==> src/rtl/brick_field_scanner_if.sv <==
// Hit-report channel from the brick field scanner to the ball motion logic.
// One report is outstanding at a time; the payload holds until hit_ready is seen.
interface brick_field_scanner_if #(
    parameter int unsigned IDX_W = 6
) ();
    logic             hit_valid;
    logic             hit_ready;
    logic [IDX_W-1:0] hit_idx;
    logic             hit_side;
    logic             hit_destroyed;

    modport master (
        output hit_valid,
        output hit_idx,
        output hit_side,
        output hit_destroyed,
        input  hit_ready
    );

    modport slave (
        input  hit_valid,
        input  hit_idx,
        input  hit_side,
        input  hit_destroyed,
        output hit_ready
    );
endinterface

==> src/rtl/brick_field_scanner.sv <==
// Multi-hit brick field: per-frame sequential collision scan (one brick per cycle),
// single hit report per frame, running score, bricks-left count and level reload.
module brick_field_scanner #(
    parameter int BRICK_ROWS   = 5,
    parameter int BRICK_COLS   = 10,
    parameter int BRICK_WIDTH  = 64,
    parameter int BRICK_HEIGHT = 16,
    parameter int FIELD_X0     = 0,
    parameter int FIELD_Y0     = 0,
    parameter int BALL_SIZE    = 6,
    parameter int HP_W         = 2,
    parameter int SCORE_W      = 16
) (
    input  logic                                         clk,
    input  logic                                         rst,
    input  logic                                         frame_tick,
    input  logic [9:0]                                   ball_x,
    input  logic [9:0]                                   ball_y,
    input  logic signed [2:0]                            ball_vx,
    input  logic signed [2:0]                            ball_vy,
    input  logic                                         level_load,
    input  logic [BRICK_ROWS*HP_W-1:0]                   level_hp,
    output logic [BRICK_ROWS*BRICK_COLS-1:0]             brick_alive,
    output logic                                         busy,
    brick_field_scanner_if.master                        hit,
    output logic [SCORE_W-1:0]                           score,
    output logic [$clog2(BRICK_ROWS*BRICK_COLS+1)-1:0]   bricks_left,
    output logic                                         field_clear
);

    localparam int unsigned N     = BRICK_ROWS * BRICK_COLS;
    localparam int unsigned IDX_W = $clog2(N);
    localparam int unsigned CNT_W = $clog2(N + 1);
    localparam int unsigned ROW_W = (BRICK_ROWS > 1) ? $clog2(BRICK_ROWS) : 1;
    localparam int unsigned COL_W = (BRICK_COLS > 1) ? $clog2(BRICK_COLS) : 1;

    typedef enum logic [1:0] {StIdle, StLoad, StScan, StReport} state_e;

    state_e                    state_q, state_d;
    logic [IDX_W-1:0]          idx_q, idx_d;
    logic [ROW_W-1:0]          row_q, row_d;
    logic [COL_W-1:0]          col_q, col_d;
    logic signed [11:0]        nx_q, nx_d, ny_q, ny_d;
    logic [HP_W-1:0]           hp_q [N];
    logic [HP_W-1:0]           hp_d [N];
    logic [BRICK_ROWS*HP_W-1:0] lvl_q, lvl_d;
    logic [CNT_W-1:0]          left_q, left_d, load_cnt_q, load_cnt_d;
    logic [SCORE_W-1:0]        score_q, score_d;
    logic                      clear_q;
    logic [IDX_W-1:0]          hit_idx_q, hit_idx_d;
    logic                      hit_side_q, hit_side_d;
    logic                      hit_des_q, hit_des_d;

    // Geometry of the brick under examination, 32-bit signed throughout.
    logic signed [31:0] bx, by, nx, ny, dx, dy, adx, ady;
    logic               overlap, side;
    logic [HP_W-1:0]    hp_cur, row_hp;
    logic [SCORE_W:0]   score_sum;
    logic               last_idx;

    always_comb begin
        nx      = {{20{nx_q[11]}}, nx_q};
        ny      = {{20{ny_q[11]}}, ny_q};
        bx      = FIELD_X0 + int'(col_q) * BRICK_WIDTH;
        by      = FIELD_Y0 + int'(row_q) * BRICK_HEIGHT;
        overlap = (nx < bx + BRICK_WIDTH) && (nx + BALL_SIZE > bx) &&
                  (ny < by + BRICK_HEIGHT) && (ny + BALL_SIZE > by);
        dx      = (nx + BALL_SIZE / 2) - (bx + BRICK_WIDTH / 2);
        dy      = (ny + BALL_SIZE / 2) - (by + BRICK_HEIGHT / 2);
        adx     = (dx < 0) ? -dx : dx;
        ady     = (dy < 0) ? -dy : dy;
        // Ties resolve to a top/bottom bounce.
        side    = (adx * BRICK_HEIGHT) > (ady * BRICK_WIDTH);
    end

    always_comb begin
        hp_cur    = hp_q[idx_q];
        row_hp    = lvl_q[int'(row_q) * HP_W +: HP_W];
        last_idx  = (idx_q == IDX_W'(N - 1));
        score_sum = {1'b0, score_q} + (SCORE_W + 1)'(BRICK_ROWS - int'(row_q));
    end

    always_comb begin
        state_d    = state_q;
        idx_d      = idx_q;
        row_d      = row_q;
        col_d      = col_q;
        nx_d       = nx_q;
        ny_d       = ny_q;
        hp_d       = hp_q;
        lvl_d      = lvl_q;
        left_d     = left_q;
        load_cnt_d = load_cnt_q;
        score_d    = score_q;
        hit_idx_d  = hit_idx_q;
        hit_side_d = hit_side_q;
        hit_des_d  = hit_des_q;

        unique case (state_q)
            StIdle: begin
                if (level_load) begin
                    state_d    = StLoad;
                    idx_d      = '0;
                    row_d      = '0;
                    col_d      = '0;
                    lvl_d      = level_hp;
                    load_cnt_d = '0;
                end else if (frame_tick) begin
                    state_d = StScan;
                    idx_d   = '0;
                    row_d   = '0;
                    col_d   = '0;
                    nx_d    = $signed({2'b00, ball_x}) + 12'(ball_vx);
                    ny_d    = $signed({2'b00, ball_y}) + 12'(ball_vy);
                end
            end

            StLoad: begin
                hp_d[idx_q] = row_hp;
                load_cnt_d  = load_cnt_q + {{(CNT_W - 1){1'b0}}, (row_hp != '0)};
                if (last_idx) begin
                    left_d  = load_cnt_d;
                    state_d = StIdle;
                end
            end

            StScan: begin
                if ((hp_cur != '0) && overlap) begin
                    hp_d[idx_q] = hp_cur - HP_W'(1);
                    hit_idx_d   = idx_q;
                    hit_side_d  = side;
                    hit_des_d   = (hp_cur == HP_W'(1));
                    if (hp_cur == HP_W'(1)) begin
                        left_d  = left_q - CNT_W'(1);
                        score_d = score_sum[SCORE_W] ? '1 : score_sum[SCORE_W-1:0];
                    end
                    state_d = StReport;
                end else if (last_idx) begin
                    state_d = StIdle;
                end
            end

            StReport: begin
                if (hit.hit_ready) begin
                    state_d = StIdle;
                end
            end

            default: state_d = StIdle;
        endcase

        // Shared row/col walk for both LOAD and SCAN; harmless when leaving the state.
        if ((state_q == StLoad || state_q == StScan) && state_d == state_q && !last_idx) begin
            idx_d = idx_q + IDX_W'(1);
            if (col_q == COL_W'(BRICK_COLS - 1)) begin
                col_d = '0;
                row_d = row_q + ROW_W'(1);
            end else begin
                col_d = col_q + COL_W'(1);
            end
        end
    end

    always_ff @(posedge clk) begin
        if (rst) begin
            state_q    <= StIdle;
            idx_q      <= '0;
            row_q      <= '0;
            col_q      <= '0;
            nx_q       <= '0;
            ny_q       <= '0;
            for (int i = 0; i < int'(N); i++) begin
                hp_q[i] <= HP_W'(1);
            end
            lvl_q      <= '0;
            left_q     <= CNT_W'(N);
            load_cnt_q <= '0;
            score_q    <= '0;
            clear_q    <= 1'b0;
            hit_idx_q  <= '0;
            hit_side_q <= 1'b0;
            hit_des_q  <= 1'b0;
        end else begin
            state_q    <= state_d;
            idx_q      <= idx_d;
            row_q      <= row_d;
            col_q      <= col_d;
            nx_q       <= nx_d;
            ny_q       <= ny_d;
            hp_q       <= hp_d;
            lvl_q      <= lvl_d;
            left_q     <= left_d;
            load_cnt_q <= load_cnt_d;
            score_q    <= score_d;
            clear_q    <= (left_q == '0);
            hit_idx_q  <= hit_idx_d;
            hit_side_q <= hit_side_d;
            hit_des_q  <= hit_des_d;
        end
    end

    always_comb begin
        for (int i = 0; i < int'(N); i++) begin
            brick_alive[i] = (hp_q[i] != '0);
        end
    end

    assign busy              = (state_q != StIdle);
    assign hit.hit_valid     = (state_q == StReport);
    assign hit.hit_idx       = hit_idx_q;
    assign hit.hit_side      = hit_side_q;
    assign hit.hit_destroyed = hit_des_q;
    assign score             = score_q;
    assign bricks_left       = left_q;
    assign field_clear       = clear_q;

endmodule

==> src/flat_wrapper.sv <==
// flat-port wrapper written by rule: the top's interface ports become plain ports
module brick_field_scanner_flat 
#(
    parameter int BRICK_ROWS   = 5,
    parameter int BRICK_COLS   = 10,
    parameter int BRICK_WIDTH  = 64,
    parameter int BRICK_HEIGHT = 16,
    parameter int FIELD_X0     = 0,
    parameter int FIELD_Y0     = 0,
    parameter int BALL_SIZE    = 6,
    parameter int HP_W         = 2,
    parameter int SCORE_W      = 16
)
  (clk, rst, frame_tick, ball_x, ball_y, ball_vx, ball_vy, level_load, level_hp, brick_alive, busy, score, bricks_left, field_clear, hit_hit_valid, hit_hit_idx, hit_hit_side, hit_hit_destroyed, hit_hit_ready);
  brick_field_scanner_if #(.IDX_W(6)) hit_i ();
  input  logic clk;
  input  logic rst;
  input  logic frame_tick;
  input  logic [9:0] ball_x;
  input  logic [9:0] ball_y;
  input  logic signed [2:0] ball_vx;
  input  logic signed [2:0] ball_vy;
  input  logic level_load;
  input  logic [BRICK_ROWS*HP_W-1:0] level_hp;
  output logic [BRICK_ROWS*BRICK_COLS-1:0] brick_alive;
  output logic busy;
  output logic [SCORE_W-1:0] score;
  output logic [$clog2(BRICK_ROWS*BRICK_COLS+1)-1:0] bricks_left;
  output logic field_clear;
  output wire logic [$bits(hit_i.hit_valid)-1:0] hit_hit_valid;
  output wire logic [$bits(hit_i.hit_idx)-1:0] hit_hit_idx;
  output wire logic [$bits(hit_i.hit_side)-1:0] hit_hit_side;
  output wire logic [$bits(hit_i.hit_destroyed)-1:0] hit_hit_destroyed;
  input wire logic [$bits(hit_i.hit_ready)-1:0] hit_hit_ready;
  assign hit_hit_valid = hit_i.hit_valid;
  assign hit_hit_idx = hit_i.hit_idx;
  assign hit_hit_side = hit_i.hit_side;
  assign hit_hit_destroyed = hit_i.hit_destroyed;
  assign hit_i.hit_ready = hit_hit_ready;
  brick_field_scanner #(.BRICK_ROWS(BRICK_ROWS), .BRICK_COLS(BRICK_COLS), .BRICK_WIDTH(BRICK_WIDTH), .BRICK_HEIGHT(BRICK_HEIGHT), .FIELD_X0(FIELD_X0), .FIELD_Y0(FIELD_Y0), .BALL_SIZE(BALL_SIZE), .HP_W(HP_W), .SCORE_W(SCORE_W)) u_core (.clk(clk), .rst(rst), .frame_tick(frame_tick), .ball_x(ball_x), .ball_y(ball_y), .ball_vx(ball_vx), .ball_vy(ball_vy), .level_load(level_load), .level_hp(level_hp), .brick_alive(brick_alive), .busy(busy), .hit(hit_i), .score(score), .bricks_left(bricks_left), .field_clear(field_clear));
endmodule
==> config.mk <==
export PLATFORM = sky130hd
export DESIGN_NAME = brick_field_scanner_flat
export DESIGN_NICKNAME = d
export VERILOG_FILES = /design/src/rtl/brick_field_scanner_if.sv /design/src/rtl/brick_field_scanner.sv /design/src/flat_wrapper.sv
export SDC_FILE = /design/constraint.sdc
export NUM_CORES = 1
export LEC_CHECK = 0
export CAP_MARGIN = 25
export CORE_ASPECT_RATIO = 1.5
export CORE_MARGIN = 3
export CORE_UTILIZATION = 40
export CTS_CLUSTER_DIAMETER = 50
export CTS_CLUSTER_SIZE = 25
export DETAILED_ROUTE_END_ITERATION = 6
export GPL_ROUTABILITY_DRIVEN = 1
export GPL_TIMING_DRIVEN = 0
export PLACE_DENSITY = 0.61
export SYNTH_ARGS = -nofsm -noshare
export SYNTH_HDL_FRONTEND = slang
export SYNTH_SLANG_ARGS = --single-unit
==> constraint.sdc <==
create_clock -name clk -period 8.65 [get_ports clk]
set_clock_uncertainty 0.05 [all_clocks]
set_input_delay 0.865 -clock clk [delete_from_list [all_inputs] [get_ports clk]]
set_output_delay 0.865 -clock clk [all_outputs]
set_load 0.01 [all_outputs]
# [Word level (Yosys, flattened, before mapping)]
# Cells that the tools add are included.
[classes] n_addsub=22 magnitude_cmp=9 n_eq_ne=11 n_shift=1 muxes=38 bitwise=2 reduce_logical=76
[ops] operator="100-bit bitwise mux" count=2
[ops] operator="100-bit one-hot mux with 2 select lines" count=1
[ops] operator="2-bit nonzero test" count=56
[ops] operator="100-bit 2-to-1 mux" count=1
[ops] operator="32-bit by 1-bit < comparator with 1-bit output, second input constant" count=2
[ops] operator="6-bit 2-to-1 mux" count=8
[ops] operator="32-bit by 11-bit > comparator with 1-bit output" count=1
[ops] operator="32-bit > comparator" count=1
[ops] operator="32-bit by 8-bit > comparator with 1-bit output" count=1
[ops] operator="28-bit 2-to-1 mux" count=1
[ops] operator="28-bit negator" count=1
[ops] operator="12-bit by 3-bit adder with 13-bit output, second input constant" count=2
[ops] operator="12-bit by 4-bit adder with 13-bit output, second input constant" count=2
[ops] operator="26-bit 2-to-1 mux" count=1
[ops] operator="26-bit negator" count=1
[ops] operator="11-bit by 3-bit adder with 12-bit output" count=2
[ops] operator="6-bit one-hot mux with 2 select lines" count=2
[ops] operator="4-bit 2-to-1 mux" count=5
[ops] operator="16-bit by 17-bit adder with 17-bit output" count=1
[ops] operator="16-bit 2-to-1 mux" count=1
[ops] operator="2-bit 2-to-1 mux" count=8
[ops] operator="3-bit 2-to-1 mux" count=5
[ops] operator="13-bit by 12-bit subtractor with 14-bit output" count=1
[ops] operator="13-bit by 9-bit subtractor with 14-bit output" count=1
[ops] operator="other kinds (37)" count=52
[totals] regBits=186 in_bits=41 output_inout_bits=83

# [Depth between registers and ports, before layout]
# Gate-level depths: netlist (run 1).
[logic_depth] word_depth=13 depth_mapped=24 ltp_nobuf=22

# [Least setup slack after synthesis (run 1)]
# Ideal clock, no wire load.
[synth_timing] kind="register to register" start="register u_core.nx_q[1]" end="register u_core.hit_side_q, in the netlist u_core.hit.hit_side" t_arrival_ps=4531 required_ps=8530 slack_ps=3998 stages_incl_launch_ff=23 n_path_buf=0 synth_period_minus_slack_ps=4652 cell_sequence="dfxtp_1 inv_1 ha_1 fa_1 a211o_1 xnor2_1 nand2_1 a21oi_1 o211ai_1 a211oi_1 nand2_1 or4b_1 a21oi_1 ha_1 a21o_1 a21o_1 a21o_1 a21oi_1 nor2b_1 o211ai_1 a211o_1 a221o_1 a21oi_1"
[synth_via] elab_chain_len=7 elab_cells_between_ends=14 cone_classes="add/sub (4); order compare (4); mux (1); reduce/logical (5)"
[synth_lines] item="from (decl)" line_no="brick_field_scanner.sv:43" text="logic signed [11:0] nx_q, nx_d, ny_q, ny_d;"
[synth_lines] item="from (signal assigned)" line_no="brick_field_scanner.sv:188" text="nx_q <= nx_d;"
[synth_lines] item="parallel branches: the longest is 7 deep, another holds 32-bit > comparator"
[synth_lines] item="to (signal assigned)" line_no="brick_field_scanner.sv:197" text="hit_side_q <= hit_side_d;"
[synth_lines] item="to (decl)" line_no="brick_field_scanner.sv:51" text="logic hit_side_q, hit_side_d;"
# Parallel ways; which one is timed is not known.
# A chain may end at the register's enable or synchronous reset.

# [Worst setup path in the final report (run 1)]
[layout_timing] start="register u_core.idx_q[2]" end="register u_core.hp_q[92] (netlist name)"
[layout_via] elab_chain_len=8 elab_cells_between_ends=18 cone_classes="add/sub (1); order compare (2); eq/ne (1); mux (9); bitwise (1); reduce/logical (4)"
[layout_lines] item="from (decl)" line_no="brick_field_scanner.sv:40" text="logic [IDX_W-1:0] idx_q, idx_d;"
[layout_lines] item="from (signal assigned)" line_no="brick_field_scanner.sv:185" text="idx_q <= idx_d;"
[layout_lines] item="6-bit inverter with 7-bit output (not written as such) (*)" line_no="brick_field_scanner.sv:77, brick_field_scanner.sv:119, brick_field_scanner.sv:129"
[layout_lines] item="2-bit binary-select mux with 6-bit select, or another cell as far along" line_no="brick_field_scanner.sv:77" text="hp_cur = hp_q[idx_q];"
[layout_lines] item="2-bit 2-to-1 mux (not written as such) or 1-bit logical AND (tied branches)" line_no="brick_field_scanner.sv:77, brick_field_scanner.sv:119, brick_field_scanner.sv:129"
[layout_lines] item="2-bit 2-to-1 mux, on equally long branches" line_no="brick_field_scanner.sv:77, brick_field_scanner.sv:119, brick_field_scanner.sv:129"
[layout_lines] item="2-bit by 1-bit subtractor with 2-bit output, or another cell as far along" line_no="brick_field_scanner.sv:129" text="hp_d[idx_q] = hp_cur - HP_W'(1);"
[layout_lines] item="100-bit bitwise mux or 1-bit logical AND (tied branches)" line_no="brick_field_scanner.sv:129, brick_field_scanner.sv:128"
[layout_lines] item="100-bit 2-to-1 mux or 2-bit by 1-bit != test with 1-bit output (tied branches)"
[layout_lines] item="100-bit one-hot mux with 2 select lines or 2-bit AND reduction (tied branches)"
[layout_lines] item="to (signal assigned)" line_no="brick_field_scanner.sv:190" text="hp_q <= hp_d;"
[layout_lines] item="to (decl)" line_no="brick_field_scanner.sv:44" text="logic [HP_W-1:0] hp_q [N];"
# Every way passes the cells marked *; elsewhere a longest branch is shown, timed or not. The select of a mux whose other input is x is not followed.

==> impl_metrics.py, run 1 <==
metrics = {
    "critical_path": {
        "crit_path_max_fanout": 10,
        "r2r_start": "u_core.idx_q[2]",
        "r2r_setup_slack_ps": 2520,
        "reg2reg_depth": 20,
        "crit_type": "flop to flop",
        "critical_path.cell_chain": "buf_2 -> buf_2 -> buf_2 -> buf_2 -> nor3_1 -> buf_2 -> clkbuf_1 -> a22oi_1 -> a31oi_1 -> a21oi_1 -> nor3b_1 -> a211oi_1 -> ha_1 -> a211o_1 -> a21oi_1 -> nand3_2 -> a21oi_4 -> buf_4 -> nand3_1 -> a221o_1",
        "critical-path-slowest-cell": "clkbuf_1",
        "critPathArrivalTime_ps": 6420,
        "cp_common_cell": "buf_2",
        "r2r_end": "u_core.hp_q[92]",
        "start_kind": "flop",
        "startpoint": "u_core.idx_q[2]",
        "worst_setup_path_end_kind": "flop",
        "max_stage_delay_ps": 520,
        "required_ps": 8940,
        "crit_path_end": "u_core.hp_q[92]",
    },
    "power_and_ir_drop": {
        "p_int_uw": 1780,
        "p_sw_share_pct": 36.6,
        "p_seq_share_pct": 33.1,
        "power.switching_uw": 1030,
        "clockPowerShare_pct": 31.6,
        "power_density_nw_per_um2": 177,
        "power_leakage_uw": 0.00639,
        "vdd_drop_max_v": 0.000116,
        "p_comb_share_pct": 35.3,
    },
    "cells_and_area": {
        "layout_common_cells": "dfxtp_1 (186), nand2_1 (150), ha_1 (137)",
        "final_common_cell": "dfxtp_1",
        "antenna_cells": 0,
        "multi_input_comb_area_sq_um": 9080,
        "area_growth_pct": 18.5,
        "layout-drive-gt1-share_pct": 7.95,
        "design_area_sq_um": 15900,
        "nFillCells": 3256,
        "regArea_sq_um": 3720,
        "final_nets": 1968,
    },
    "timing": {
        "slew_violations": 0,
        "timing.fmax_ghz": 0.163,
        "hold_viol_final": 0,
        "fin_crit_ps": 6130,
        "finalCritPeriodShare_pct": 70.9,
        "fin_setup_tns_ps": 0,
        "tightest_slew_ps": 896,
        "setup_viol": 0,
        "rsz0062_at_grt": "false",
        "setup_ws_ps": 2520,
        "slew_headroom_pct": 40.3,
    },
    "place": {
        "dpl.hpwl_microns": 34700,
        "gp_congestion": 0.979,
        "dp_slack_ps": 2440,
        "portBuffers": 121,
        "placed_cell_area_sq_um": 15200,
    },
    "status": {
        "status": "finished, final reports clean",
    },
    "worst_hold_path": {
        "min_from": "u_core.hit.hit_side",
        "hp-class": "flop to flop",
    },
    "routing": {
        "routed_via_density": 5.76,
        "postRouteAntennaNets": 0,
        "drt_first_pass_iters": 6,
        "routedWlPerCell_microns": 20.2,
        "drt_iter0_markers": 714,
        "drc_errors": 0,
        "wl_microns": 44700,
        "vias": 12800,
    },
    "grt": {
        "grt_pass1_vias": 12700,
        "grt_use_total_pct": 24.7,
        "grt_pass1_wl_microns": 70000,
        "grt-ovfl-total": 0,
        "grt_max_degree": 19,
        "antenna_found_initial": 0,
    },
    "job": {
        "max_cap_violations": 0,
    },
    "die": {
        "rows": 81,
        "io-pin-count": 124,
        "start_util_pct": 40.8,
        "dieWidth_microns": 155,
        "core-area_sq_um": 32800,
        "dieArea_sq_um": 35800,
        "die_y_microns": 230,
    },
    "cts": {
        "insertion_delay_ps": 460,
        "cts_tree": "done",
        "postCtsSetupRepairBufs": 0,
        "cts_resized": 0,
        "clkTransAtPathRegs_ps": 80,
        "numCtsBuffers": 17,
        "cts_hold_buf": 0,
        "max-clock-path-buffers": 2,
        "cts_sinks": 186,
        "htree_levels": 4,
        "cts-root-buf": "clkbuf_16",
    },
    "yosys": {
        "yosysUniqueCellTypes": 82,
        "synth_top_family_by_area": "compound AO/OA/AOI/OAI gates",
        "async_reset_ff_share_pct": 0,
        "syn-cell-area_sq_um": 13400,
        "postSynthAreaPerCell_sq_um": 8.28,
        "ys_dominant_reg_cell": "dfxtp_1",
        "synth_edf_count": 0,
        "synthMuxAreaShare_pct": 5.97,
        "seq_area_frac_synth_pct": 27.8,
        "ys_seq_elements": 186,
        "synth_compound_area_share_pct": 23.0,
        "synth-simple-area-share_pct": 19.3,
        "synth-adder-area-share_pct": 13.5,
        "synth_xor_area_share_pct": 5.27,
        "syn_inst": 1619,
        "ys_warn_count": 0,
    },
}
==> per-layer routing <==
layer	part of all wire, %	global-route usage, %
met5	0	0
met4	6.0	14.0
met1	37	26.6
met3	4.7	3.69
met2	52	45.4
==> cell usage after synthesis (51+ instances only) <==
| cell type | number | area [sq um] |
|---|---|---|
| a21oi_1 | 128 | 641 |
| clkbuf_1 | 68 | 255 |
| dfxtp_1 | 186 | 3720 |
| ha_1 | 137 | 1710 |
| inv_1 | 72 | 270 |
| mux2i_1 | 65 | 651 |
| nand2_1 | 150 | 563 |
| nand3_1 | 84 | 420 |
| nor2_1 | 93 | 349 |
| o21ai_0 | 65 | 325 |
| or2_2 | 52 | 325 |
| xnor2_1 | 51 | 447 |
==> per-stage QoR <==
stage / cells / util (%) / hold WS (ps) / power, uW
5_1_grt: 2213 / 48.4 / 427 / 2970
6_report: 2213 / 48.4 / 405 / 2810
2_1_floorplan: 1643 / - / 386 / 1630
4_1_cts: 2212 / 48.4 / 405 / 2820
3_5_place_dp: 2180 / 46.4 / 396 / 1940
3_3_place_gp: 2179 / 46.4 / 390 / 1920
==> cells by family (layout without fill, tap and decap cells) <==
kind of cell,Yosys count,after routing
xor gates and xnor gates,79,79
and+or+nand+nor,521,521
other,2,26
buffers and inverters,171,326
adders and majority gates,142,142
DFF,186,186
muxes,76,76
AOI/OAI and AO/OA,442,442
==> cell type report <==
class,count,share of cell area [%]
Clock buffer,17,2.68
Inverter,75,1.77
Multi-Input combinational cell,1286,57.2
Clock inverter,15,1.42
Sequential cell,186,23.4
Timing Repair Buffer,123,7.70
Tap cell,415,3.27
Buffer,96,2.56
==> worst min path at each step <==
stage,to,slack (ps),depth (start not counted)
floorplan,u_core.lvl_q[0],390,2
global placement,u_core.hit.hit_destroyed,390,2
detailed placement,u_core.hit.hit_side,400,2
CTS,u_core.hit.hit_side,400,2
global route,u_core.lvl_q[7],430,2
finish,u_core.hit.hit_side,400,2
==> worst max-delay path: cells and delay by family, from the launching register on <==
| family | cells | cell delay (ps) |
|---|---|---|
| compound gates | 8 | 2120 |
| buf+inv | 7 | 1980 |
| flops | 1 | 300 |
| fa+ha+maj | 1 | 270 |
| simple gates | 4 | 1260 |
==> sequential cells by signal (all words and copies together) (netlist names) <==
| signal | count |
|---|---|
| u_core.hp_q | 100 |
| u_core.load_cnt_q | 6 |
| u_core.hit.hit_destroyed | 1 |
| u_core.field_clear | 1 |
| u_core.bricks_left | 6 |
| u_core.hit.hit_idx | 6 |
| u_core.lvl_q | 10 |
| u_core.nx_q | 12 |
| u_core.hit.hit_side | 1 |
| u_core.score | 16 |
| u_core.idx_q | 6 |
| u_core.row_q | 3 |
| u_core.state_q | 2 |
| u_core.ny_q | 12 |
| u_core.col_q | 4 |
==> power by group through the flow <==
stage | Combinational (uW) | Sequential, uW | Clock (uW)
2_1_floorplan | 691 | 942 | 0
3_3_place_gp | 965 | 951 | 0
3_5_place_dp | 984 | 952 | 0
4_1_cts | 989 | 931 | 902
5_1_grt | 1100 | 937 | 935
6_report | 992 | 931 | 889
No activity file was read; power rests on OpenSTA's default activity.
==> run 2: changes to the inputs <==
- clock period: 8.65 -> 5.75 ns (I/O delays scaled with it)
==> run 2 against run 1 <==
Compared with the run above: via count fell by 0.24%; global-route usage about the same; cell count is essentially flat; first-iteration DRC count shrank 9.7%; critical path type unchanged; critical endpoint unchanged; largest power group unchanged.
==> impl_metrics.py, run 2 (synthesized netlist as in run 1, its figures left out) <==
metrics = {
    "cells_and_area": {
        "final_common_cell": "dfxtp_1",
        "layout_common_cells": "dfxtp_1 (185), nand2_1 (150), ha_1 (137)",
        "antenna_cells": 0,
        "nFillCells": 3247,
        "layout-drive-gt1-share_pct": 8.57,
        "fin_util_pct": 48.5,
        "area_growth_pct": 18.9,
        "largest_reg_flops": 100,
        "final_nets": 1967,
        "largest-register": "u_core.hp_q",
    },
    "worst_hold_path": {
        "hp-class": "flop to flop",
    },
    "grt": {
        "antenna_found_initial": 0,
        "grt-ovfl-total": 0,
        "grt_max_degree": 19,
        "grt_use_total_pct": 24.7,
        "grt_pass1_vias": 12700,
        "grt_pass1_wl_microns": 70000,
    },
    "cts": {
        "clkTransAtPathRegs_ps": 70,
        "cts_tree": "done",
        "htree_levels": 4,
        "max-clock-path-buffers": 2,
        "insertion_delay_ps": 460,
        "cts-root-buf": "clkbuf_16",
        "cts_sinks": 186,
        "postCtsSetupRepairBufs": 0,
        "numCtsBuffers": 17,
    },
    "timing": {
        "slew_violations": 0,
        "setup_viol": 0,
        "worst_hold_slack_ps": 405,
        "tightest_slew_ps": 916,
        "timing.fmax_ghz": 0.184,
        "hold_viol_final": 0,
        "rsz0062_at_grt": "false",
        "fin_crit_ps": 5440,
        "slew_headroom_pct": 39.0,
        "finalCritPeriodShare_pct": 94.6,
    },
    "power_and_ir_drop": {
        "power_density_nw_per_um2": 266,
        "vdd_drop_max_v": 0.000175,
        "power_leakage_uw": 0.00641,
        "total_power_uw": 4250,
    },
    "critical_path": {
        "critPathArrivalTime_ps": 5730,
        "start_kind": "flop",
        "max_stage_delay_ps": 600,
        "worst_setup_path_end_kind": "flop",
        "required_ps": 6040,
        "crit_type": "flop to flop",
        "critical-path-slowest-cell": "clkbuf_1",
        "critical_path.cell_chain": "buf_2 -> buf_2 -> buf_2 -> and2_1 -> clkbuf_1 -> a22oi_1 -> a41oi_1 -> a21oi_1 -> nor2_1 -> nor2_1 -> nor2_1 -> a211oi_1 -> ha_1 -> a211o_1 -> a21oi_2 -> nand3_4 -> a21oi_4 -> buf_4 -> nand3_1 -> a221o_1",
        "crit_path_max_fanout": 10,
    },
    "die": {
        "die_y_microns": 230,
        "dieWidth_microns": 155,
        "core-area_sq_um": 32800,
        "dieArea_sq_um": 35800,
        "start_util_pct": 40.8,
        "io-pin-count": 124,
        "rows": 81,
    },
    "routing": {
        "drt_first_pass_iters": 5,
        "wl_microns": 44700,
        "routedWlPerCell_microns": 20.2,
        "vias": 12700,
        "routed_via_density": 5.75,
        "postRouteAntennaNets": 0,
        "drt_iter0_markers": 645,
        "drc_errors": 0,
    },
    "status": {
        "status": "finished, final reports clean",
    },
    "place": {
        "portBuffers": 121,
        "gp_congestion": 0.979,
        "dpl.hpwl_microns": 34700,
    },
    "job": {
        "max_cap_violations": 0,
    },
}
run 2: cell count changes in the layout (fill, tap and decap cells not counted), moves of 2 or more:
cell,previous run,this run
clkbuf_1,68,62
a21oi_2,1,3
a21oi_1,128,126
clkbuf_2,0,6
run 2: timing repair:
| action | in CTS | in global routing |
|---|---|---|
| hold buffers | 0 | 0 |
| endpoints found under the setup margin | 118 | 108 |
| gates resized for setup | 7 | 8 |
run 2: path summary, 6_finish.rpt:
kind         slack (ps)                start                   to  cells past startpoint
max                 310      u_core.idx_q[2]      u_core.hp_q[92]                     20
min                 400  u_core.hit.hit_side  u_core.hit.hit_side                      2
max reg2reg         310      u_core.idx_q[2]      u_core.hp_q[92]                     20
min reg2reg         400  u_core.hit.hit_side  u_core.hit.hit_side                      2
run 2: routing by layer:
metal / vias up / GRT usage [%] / routed length, microns
met3: 126 / 3.67 / 2060
met2: 368 / 45.3 / 23200
met5: - / 0 / 0
li1: 6184 / - / -
met4: 0 / 14.0 / 2690
met1: 6049 / 26.6 / 16800
run 2: metrics by stage:
step	TNS [ps]	area, sq um	std cells	setup slack, ps
after floorplan	0	13500	1643	1100
after global placement	-36430	15200	2179	-512
after detailed placement	-31390	15200	2180	-462
after CTS	0	15900	2212	94.7
after global routing	0	15900	2212	53.3
final	0	15900	2212	309
run 2: power breakdown:
group          total (uW)  leakage [uW]  internal (uW)  switching [uW]
combinational        1500       0.00458            604             900
sequential           1400       0.00151           1340            65.1
clock                1340      0.000317            748             592
run 2: cell type report:
cell class              count  area (sq um)  area share (%)
inverters                  75           285            1.79
clock buffers              17           425            2.67
clock inverters            15           225            1.41
plain buffers              96           414            2.60
flip-flops and latches    186          3720            23.4
multi-input cells        1286          9120            57.2
repair buffers            122          1220            7.65
well taps                 415           519            3.26
run 2: worst max-delay path, delay by kind of cell (launching register included):
family	cells	cell delay, ps
DFF	1	310
adders and majority gates	1	260
and+or+nand+nor	6	880
buffers and inverters	5	1790
AOI/OAI and AO/OA	8	2000
==> run 3: changes to the inputs <==
- GPL_TIMING_DRIVEN: 0 -> not set
==> run 3 against run 2 <==
Compared with the run above: cell count fell by 2.8%; clock power fell by 10%; highest routed layer unchanged; core utilization fell by 0.67 points; global-route usage fell by 3.6 points; non-clock buffer count fell by 61; fmax rose by 7.0%; sequential power barely moved; via count fell by 3.0%; routed wire length fell by 13%; sequential share of layout area rose by 0.32 points; clock-buffer cell count rose by 4; register-to-register slack improved by 360 ps.
==> impl_metrics.py, run 3 (synthesized netlist as in run 1, its figures left out) <==
metrics = {
    "status": {
        "status": "finished, final reports clean",
    },
    "grt": {
        "grt_use_total_pct": 21.1,
        "grt_max_degree": 88,
        "grt_pass1_vias": 12000,
        "grt-ovfl-total": 0,
        "antenna_found_initial": 0,
        "grt_pass1_wl_microns": 61600,
    },
    "die": {
        "rows": 81,
        "dieArea_sq_um": 35800,
        "start_util_pct": 40.8,
        "core-area_sq_um": 32800,
        "dieWidth_microns": 155,
        "io-pin-count": 124,
        "die_y_microns": 230,
    },
    "critical_path": {
        "required_ps": 6070,
        "path_buf_inv": 1,
        "critical_path.cell_chain": "inv_1 -> ha_1 -> fa_1 -> a211o_1 -> xnor2_1 -> nand2_1 -> a21oi_1 -> o211ai_1 -> a211oi_1 -> nand2_1 -> or4b_1 -> a21oi_1 -> ha_1 -> a21o_1 -> a21o_1 -> a21o_1 -> a21oi_1 -> nor2b_1 -> o211ai_1 -> a211o_1 -> a221o_1 -> a21oi_1",
        "crit_type": "flop to flop",
        "cp_top_family": "compound AO/OA/AOI/OAI gates",
        "critPathArrivalTime_ps": 5410,
        "worst_setup_path_end_kind": "flop",
        "critical-path-slowest-cell": "dfxtp_1",
        "max_stage_delay_ps": 520,
        "crit_path_max_fanout": 8,
        "cp_common_cell": "a21oi_1",
        "start_kind": "flop",
    },
    "timing": {
        "slew_violations": 0,
        "worst_hold_slack_ps": 410,
        "finalCritPeriodShare_pct": 88.4,
        "slew_headroom_pct": 31.5,
        "tightest_slew_ps": 1030,
        "setup_viol": 0,
        "timing.fmax_ghz": 0.197,
        "setup_ws_ps": 667,
        "fin_crit_ps": 5080,
        "fin_setup_tns_ps": 0,
        "hold_viol_final": 0,
        "rsz0062_at_grt": "false",
    },
    "cells_and_area": {
        "layout_common_cells": "dfxtp_1 (186), nand2_1 (150), ha_1 (137)",
        "largest-register": "u_core.hp_q",
        "multi_input_comb_area_sq_um": 9100,
        "nFillCells": 3236,
        "layout-drive-gt1-share_pct": 8.93,
        "final_nets": 1906,
        "largest_reg_flops": 100,
        "antenna_cells": 0,
        "fin_util_pct": 47.9,
        "regArea_sq_um": 3720,
        "area_growth_pct": 17.2,
        "stdcell_count": 2150,
        "final_common_cell": "dfxtp_1",
    },
    "place": {
        "dpl.hpwl_microns": 29300,
        "dp_slack_ps": 684,
        "gp_congestion": 0.903,
        "portBuffers": 123,
        "dp_cells": 2119,
    },
    "routing": {
        "drt_iter0_markers": 616,
        "vias": 12400,
        "postRouteAntennaNets": 0,
        "wl_microns": 38900,
        "drt_first_pass_iters": 5,
        "routed_via_density": 5.74,
        "drc_errors": 0,
        "routedWlPerCell_microns": 18.1,
    },
    "power_and_ir_drop": {
        "power_leakage_uw": 0.00632,
        "power_density_nw_per_um2": 257,
        "vdd_drop_max_v": 0.000200,
    },
    "cts": {
        "postCtsSetupRepairBufs": 0,
        "max-clock-path-buffers": 2,
        "cts_hold_buf": 0,
        "numCtsBuffers": 17,
        "cts_tree": "done",
        "clkTransAtPathRegs_ps": 70,
        "insertion_delay_ps": 450,
        "cts_resized": 0,
        "cts-root-buf": "clkbuf_16",
        "cts_sinks": 186,
        "htree_levels": 4,
    },
    "job": {
        "max_cap_violations": 0,
    },
    "worst_hold_path": {
        "hp-class": "flop to flop",
    },
}
run 3: power breakdown:
| part | leakage, uW | internal [uW] | switching (uW) |
|---|---|---|---|
| registers | 0.00151 | 1340 | 71.4 |
| clock network | 0.000276 | 662 | 535 |
| logic | 0.00454 | 596 | 831 |
| total | 0.00632 | 2590 | 1440 |
run 3: worst register-to-register path: cells and delay by family (launching register included):
| family | cells | cell delay [ps] |
|---|---|---|
| adder cells (fa/ha/maj) | 3 | 880 |
| XOR/XNOR | 1 | 280 |
| AND/OR/NAND/NOR | 4 | 780 |
| buffers and inverters | 1 | 160 |
| AO/OA/AOI/OAI | 13 | 2360 |
| flip-flops | 1 | 520 |
run 3: area by class of cell:
class                   instances  share of cell area [%]
well taps                     415                    3.30
multi-input cells            1286                    57.9
repair buffers                157                    9.60
inverters                      75                    1.79
clock inverters                10                   0.733
flip-flops and latches        186                    23.7
clock buffers                  21                    2.93
run 3: path summary, 6_finish.rpt:
path	start	endpoint	slack, ps	cells past startpoint
worst max-delay path	u_core.nx_q[1]	u_core.hit.hit_side	670	22
worst min-delay path	u_core.hit.hit_destroyed	u_core.hit.hit_destroyed	410	2
worst min register to register	u_core.hit.hit_destroyed	u_core.hit.hit_destroyed	410	2
worst max register to register	u_core.nx_q[1]	u_core.hit.hit_side	670	22
run 3: metal layers:
layer,track usage (%),share of wire [%]
met1,23.0,38
met2,40.4,55
met3,2.22,3.4
met4,9.23,3.6
met5,0,0
run 3: stage by stage:
stage	total power [uW]	instance area (sq um)
final	4030	15700
after global routing	4270	15700
after CTS	4060	15700
after global placement	2830	15100
after floorplan	2460	13500
after detailed placement	2860	15100
